### config.mk
export PLATFORM = sky130hd
export DESIGN_NAME = disk_bus_arbiter
export DESIGN_NICKNAME = d
export VERILOG_FILES = /design/src/rtl/disk_bus_arbiter.sv
export SDC_FILE = /design/constraint.sdc
export NUM_CORES = 1
export LEC_CHECK = 0
export CAP_MARGIN = 20
export CORE_AREA = 3 3 118 120
export DETAILED_ROUTE_END_ITERATION = 10
export DIE_AREA = 0 0 121 123
export DONT_BUFFER_PORTS = 1
export GPL_TIMING_DRIVEN = 0
export RECOVER_POWER = 100
export SKIP_LAST_GASP = 1
export SLEW_MARGIN = 15
export SYNTH_ARGS = -nofsm -noshare
export SYNTH_HDL_FRONTEND = slang
export SYNTH_SLANG_ARGS = --single-unit
### constraint.sdc
create_clock -name clk -period 4.9 [get_ports clk]
set_input_delay 0.98 -clock clk [delete_from_list [all_inputs] [get_ports clk]]
set_output_delay 0.98 -clock clk [all_outputs]
set_load 0.005 [all_outputs]
### src/rtl/disk_bus_arbiter.sv
// disk_bus_arbiter: round-robin two-master arbiter for the sector-buffer disk bus with a hung-command timeout
module disk_bus_arbiter #(
    parameter int TIMEOUT = 1048576,
    parameter int TW      = 21
) (
    input  logic        clk,
    input  logic        rst_n,
    input  logic        m0_stb,
    input  logic        m0_we,
    input  logic [31:0] m0_addr,
    input  logic [31:0] m0_dat_i,
    output logic [31:0] m0_dat_o,
    output logic        m0_ack,
    output logic        m0_err,
    input  logic        m1_stb,
    input  logic        m1_we,
    input  logic [31:0] m1_addr,
    input  logic [31:0] m1_dat_i,
    output logic [31:0] m1_dat_o,
    output logic        m1_ack,
    output logic        m1_err,
    output logic        s_stb,
    output logic        s_we,
    output logic [31:0] s_addr,
    output logic [31:0] s_dat_o,
    input  logic [31:0] s_dat_i,
    input  logic        s_ack,
    output logic        busy,
    output logic        gnt
);
    typedef enum logic [1:0] {IDLE = 2'd0, BUSY = 2'd1, GAP = 2'd2} state_t;
    state_t          r_state;
    logic            r_gnt;
    logic            r_last;
    logic [TW-1:0]   r_tcnt;
    logic            w_busy;
    logic            w_gstb;
    logic            w_tout;
    assign w_busy = r_state == BUSY;
    assign w_gstb = r_gnt ? m1_stb : m0_stb;
    assign w_tout = w_busy && !s_ack && r_tcnt == TW'(TIMEOUT - 1);
    // bus mux toward the disk and ack/err/data steering back to the granted master
    always_comb begin
        s_stb    = w_busy;
        busy     = w_busy;
        gnt      = r_gnt;
        s_we     = w_busy && (r_gnt ? m1_we : m0_we);
        s_addr   = w_busy ? (r_gnt ? m1_addr : m0_addr) : '0;
        s_dat_o  = w_busy ? (r_gnt ? m1_dat_i : m0_dat_i) : '0;
        m0_ack   = w_busy && !r_gnt && s_ack;
        m1_ack   = w_busy && r_gnt && s_ack;
        m0_err   = w_tout && !r_gnt;
        m1_err   = w_tout && r_gnt;
        m0_dat_o = (w_busy && !r_gnt) ? s_dat_i : '0;
        m1_dat_o = (w_busy && r_gnt) ? s_dat_i : '0;
    end
    // arbitration in IDLE, grant held through BUSY until ack/timeout/abort, one dead GAP cycle after
    always_ff @(posedge clk) begin
        if (!rst_n) begin
            r_state <= IDLE;
            r_gnt   <= 1'b0;
            r_last  <= 1'b1;
            r_tcnt  <= '0;
        end else begin
            case (r_state)
                IDLE: if (m0_stb || m1_stb) begin
                    r_gnt   <= (m0_stb && m1_stb) ? ~r_last : m1_stb;
                    r_state <= BUSY;
                    r_tcnt  <= '0;
                end
                BUSY: if (s_ack || w_tout || !w_gstb) begin
                    r_last  <= r_gnt;
                    r_state <= GAP;
                end else begin
                    r_tcnt  <= r_tcnt + TW'(1);
                end
                GAP:     r_state <= IDLE;
                default: r_state <= IDLE;
            endcase
        end
    end
endmodule

==> Flow_metrics.wiki <==
{| class="wikitable"
! Metric !! Value
|-
| Routed length on met3 || 2.90 mm
|-
| Clock transition at the register clock pins on the worst setup and hold paths after CTS || 0.07 ns
|-
| Total number of yosys warnings || 0
|-
| Part of the Yosys area used for sequential elements || 17.9%
|-
| Final global-route overflow total || 0
|-
| Total wirelength of the detailed-routed design || 17.2 mm
|-
| Iteration count of the initial detailed-routing pass || 5
|-
| Crit path launch || s_ack
|-
| Per-instance average area after synthesis || 7.20 sq um
|-
| Number of slew-limit violations in the final report || 11
|-
| Post-route minimum period || 3.78 ns
|-
| Status || complete, but fails checks
|-
| Die Footprint || 14900 sq um
|-
| Post-Synthesis Net Count || 556
|-
| Cells on worst reg2reg path || 7
|-
| Initial antenna violation count || 4
|-
| Clock root buffer || sky130_fd_sc_hd__clkbuf_16
|-
| Data required, critical path || 5.05 ns
|-
| Final TNS setup || 0 ns
|-
| Worst-case clock buffer depth || 2
|-
| Buffers inserted by post-CTS timing repair || 0
|-
| Final clock period utilization by the worst path || 77.1%
|-
| Average routed wire per standard cell || 30.1 um
|-
| Lkg Pwr || 0.00119 uW
|-
| Most instantiated flip-flop cell in the synthesis netlist || sky130_fd_sc_hd__dfxtp_1
|-
| Maximum number of pins on one net before global-route repair || 14
|-
| Setup slack at placement || 1.63 ns
|-
| TritonCTS clock tree || built
|-
| Worst-Margin Slew || 2.11 ns
|-
| Hold Fails Final Rpt || 0
|-
| Starting density of the core || 21.4%
|-
| Capturing instance or port of the critical path || r_tcnt[12]
|-
| Number of setup violations in the final report || 0
|-
| DRC violation count after routing || 0
|-
| RSZ-0062 raised after global routing || no
|-
| Port Buffer Count || 0
|-
| PnR worst setup slack || 1.12 ns
|-
| Signal arrival time at the worst endpoint || 3.93 ns
|-
| Ports placed on the boundary || 303
|-
| Number of CTS-inserted buffers || 3
|-
| H-tree lvl count || 1
|-
| Fraction of synthesized cell area taken by the top area cell type || 23.6%
|-
| Max-Cap Viols || 1
|-
| Most common cell in the synthesized netlist || sky130_fd_sc_hd__nor2_1
|-
| Startpoint type of the worst setup path || primary input
|-
| Maximum clock skew at final layout || 0.00409 ns
|-
| Violated checks || max-capacitance violations, max-slew violations
|-
| Count of state elements after synthesis || 25
|-
| Headroom to the max-slew limit || -42.5%
|-
| Total power density per cell area || 216 nW/um^2
|-
| Area Overhead vs Synth || 10.6%
|-
| Number of flops mapped to enable cells by yosys || 0
|-
| Area of the mapped netlist || 2790 sq um
|-
| Fraction of layout cells with a size suffix above 1 || 2.81%
|-
| Final design utilization || 23.6%
|-
| Largest fanout of any net on the critical path || 10
|-
| Worst reg2reg path endpoint || r_tcnt[12]
|-
| First-pass GRT wire length || 20.9 mm
|-
| Via density per instance || 5.87
|-
| M1 WL || 6.96 mm
|-
| Post-Route Hold Slack || 0.450 ns
|-
| Unique cell type count in the Yosys netlist || 44
|-
| Most used standard cells in the synthesized netlist || 75 x sky130_fd_sc_hd__nor2_1, 72 x sky130_fd_sc_hd__and3_1, 66 x sky130_fd_sc_hd__mux2i_1
|-
| CP Capture Type || flip-flop
|-
| Core Area || 13100 sq um
|-
| Fraction of synthesis flops using an asynchronous set or reset pin || 0%
|-
| Die Span X || 121 um
|-
| Main area contributors after synthesis || sky130_fd_sc_hd__mux2i_1 24%, sky130_fd_sc_hd__dfxtp_1 18%, sky130_fd_sc_hd__and3_1 16%
|-
| Die Span Y || 123 um
|-
| DR vias || 3347
|-
| Clock net sink count || 25
|-
| Cell taking the most area after synthesis || sky130_fd_sc_hd__mux2i_1
|-
| Worst-case register-to-register setup slack || 1.29 ns
|-
| Maximum resistive drop on vdd || 0.120 mV
|-
| Highest routed metal layer || met5
|-
| Category of the most critical setup path || in -> reg
|-
| Global placement routability congestion || 0.979
|-
| 1st-iter DRT viols || 268
|-
| Placement row count || 42
|-
| GR Util All Layers || 20.2%
|-
| WL met2 || 7.09 mm
|-
| Startpoint of the tightest hold check path || r_tcnt[20]
|-
| Worst-Skew Late Latency || 0.26 ns
|-
| Post-detailed-placement half-perimeter wirelength || 14.9 mm
|-
| Syn Inst Count || 388
|-
| Reg-to-reg startpoint || r_tcnt[0]
|-
| Post-cts hold buffer count || 0
|-
| Via count of the first global-routing pass || 2869
|-
| Count of nets after finishing || 561
|-
| Path type of the worst min-delay path || reg -> reg
|-
| Maximum clock frequency || 0.265 GHz
|-
| Detail Route Antenna Nets || 0
|-
| Post-cts resize count || 0
|}
metrics by stage:
stage	instance area [sq um]	total power (uW)	instances
6_report	3090	669	570
5_1_grt	3090	695	570
4_1_cts	3090	665	568
3_5_place_dp	3010	483	564
3_3_place_gp	3010	479	564
2_1_floorplan	2790	390	388
cells in the final DEF (no fill, tap or decap), types with 2 or more instances in the layout:
master	count
sky130_fd_sc_hd__nor2_1	75
sky130_fd_sc_hd__and3_1	72
sky130_fd_sc_hd__mux2i_1	66
sky130_fd_sc_hd__clkbuf_1	32
sky130_fd_sc_hd__dfxtp_1	25
sky130_fd_sc_hd__nand2_1	13
sky130_fd_sc_hd__nand3_1	13
sky130_fd_sc_hd__o211ai_1	10
sky130_fd_sc_hd__nand4_1	9
sky130_fd_sc_hd__inv_1	6
sky130_fd_sc_hd__o21ai_0	6
sky130_fd_sc_hd__a31oi_1	6
sky130_fd_sc_hd__o31ai_1	6
sky130_fd_sc_hd__o311ai_0	5
sky130_fd_sc_hd__and2_1	5
sky130_fd_sc_hd__a21oi_1	4
sky130_fd_sc_hd__buf_1	3
sky130_fd_sc_hd__and4_1	3
sky130_fd_sc_hd__nor3_1	3
sky130_fd_sc_hd__clkbuf_16	3
sky130_fd_sc_hd__diode_2	2
sky130_fd_sc_hd__buf_2	2
sky130_fd_sc_hd__o2bb2ai_1	2
worst min path at each step:
stage / endpoint / cells after the start
4_1_cts: r_tcnt[20] / 1
3_3_place_gp: r_tcnt[20] / 1
6_report: r_tcnt[20] / 1
3_5_place_dp: r_tcnt[20] / 1
5_1_grt: r_tcnt[20] / 1
2_1_floorplan: r_tcnt[20] / 1
cell families (layout without fill, tap and decap cells):
| logic type | Yosys count | in the layout | share of synthesized area, % |
|---|---|---|---|
| AOI/OAI and AO/OA | 49 | 49 | 13.9 |
| xor gates and xnor gates | 2 | 2 | 0.627 |
| adders and majority gates | 1 | 1 | 0.448 |
| buffers and inverters | 43 | 47 | 6.05 |
| DFF | 25 | 25 | 17.9 |
| muxes | 66 | 66 | 23.6 |
| other | 0 | 2 | 0 |
| and+or+nand+nor | 202 | 202 | 37.4 |
area by class of cell:
type                            count  area (sq um)
Fill cell                        1458         10000
Multi-Input combinational cell    320          2120
Sequential cell                    25           500
Tap cell                          176           220
Buffer                             37           145
Clock buffer                        4          78.8
Inverter                            6          22.5
Antenna cell                        2          5.00
worst max-delay path, stage by stage:
cell and delay [ns]:
sky130_fd_sc_hd__nor4bb_1 0.36, sky130_fd_sc_hd__nand4_1 0.14, sky130_fd_sc_hd__o311ai_0 1.66, sky130_fd_sc_hd__clkbuf_1 0.51
sky130_fd_sc_hd__o211ai_1 0.17, sky130_fd_sc_hd__o41ai_1 0.10
state kept, by name, indices dropped and copies added (netlist names):
register,flops
gnt,1
r_last,1
r_state,2
r_tcnt,21
power by group:
group	leakage, uW	internal (uW)	total (uW)	switching (uW)
logic	0.000955	77.4	273	195
registers	0.000202	206	209	2.94
clock network	0.0000382	111	187	75.3
per-layer routing:
metal,vias up,GRT usage [%]
li1,1426,-
met1,1615,27.4
met2,288,27.6
met3,12,11.9
met4,6,3.97
met5,-,0
No activity file was read; power rests on OpenSTA's default activity.
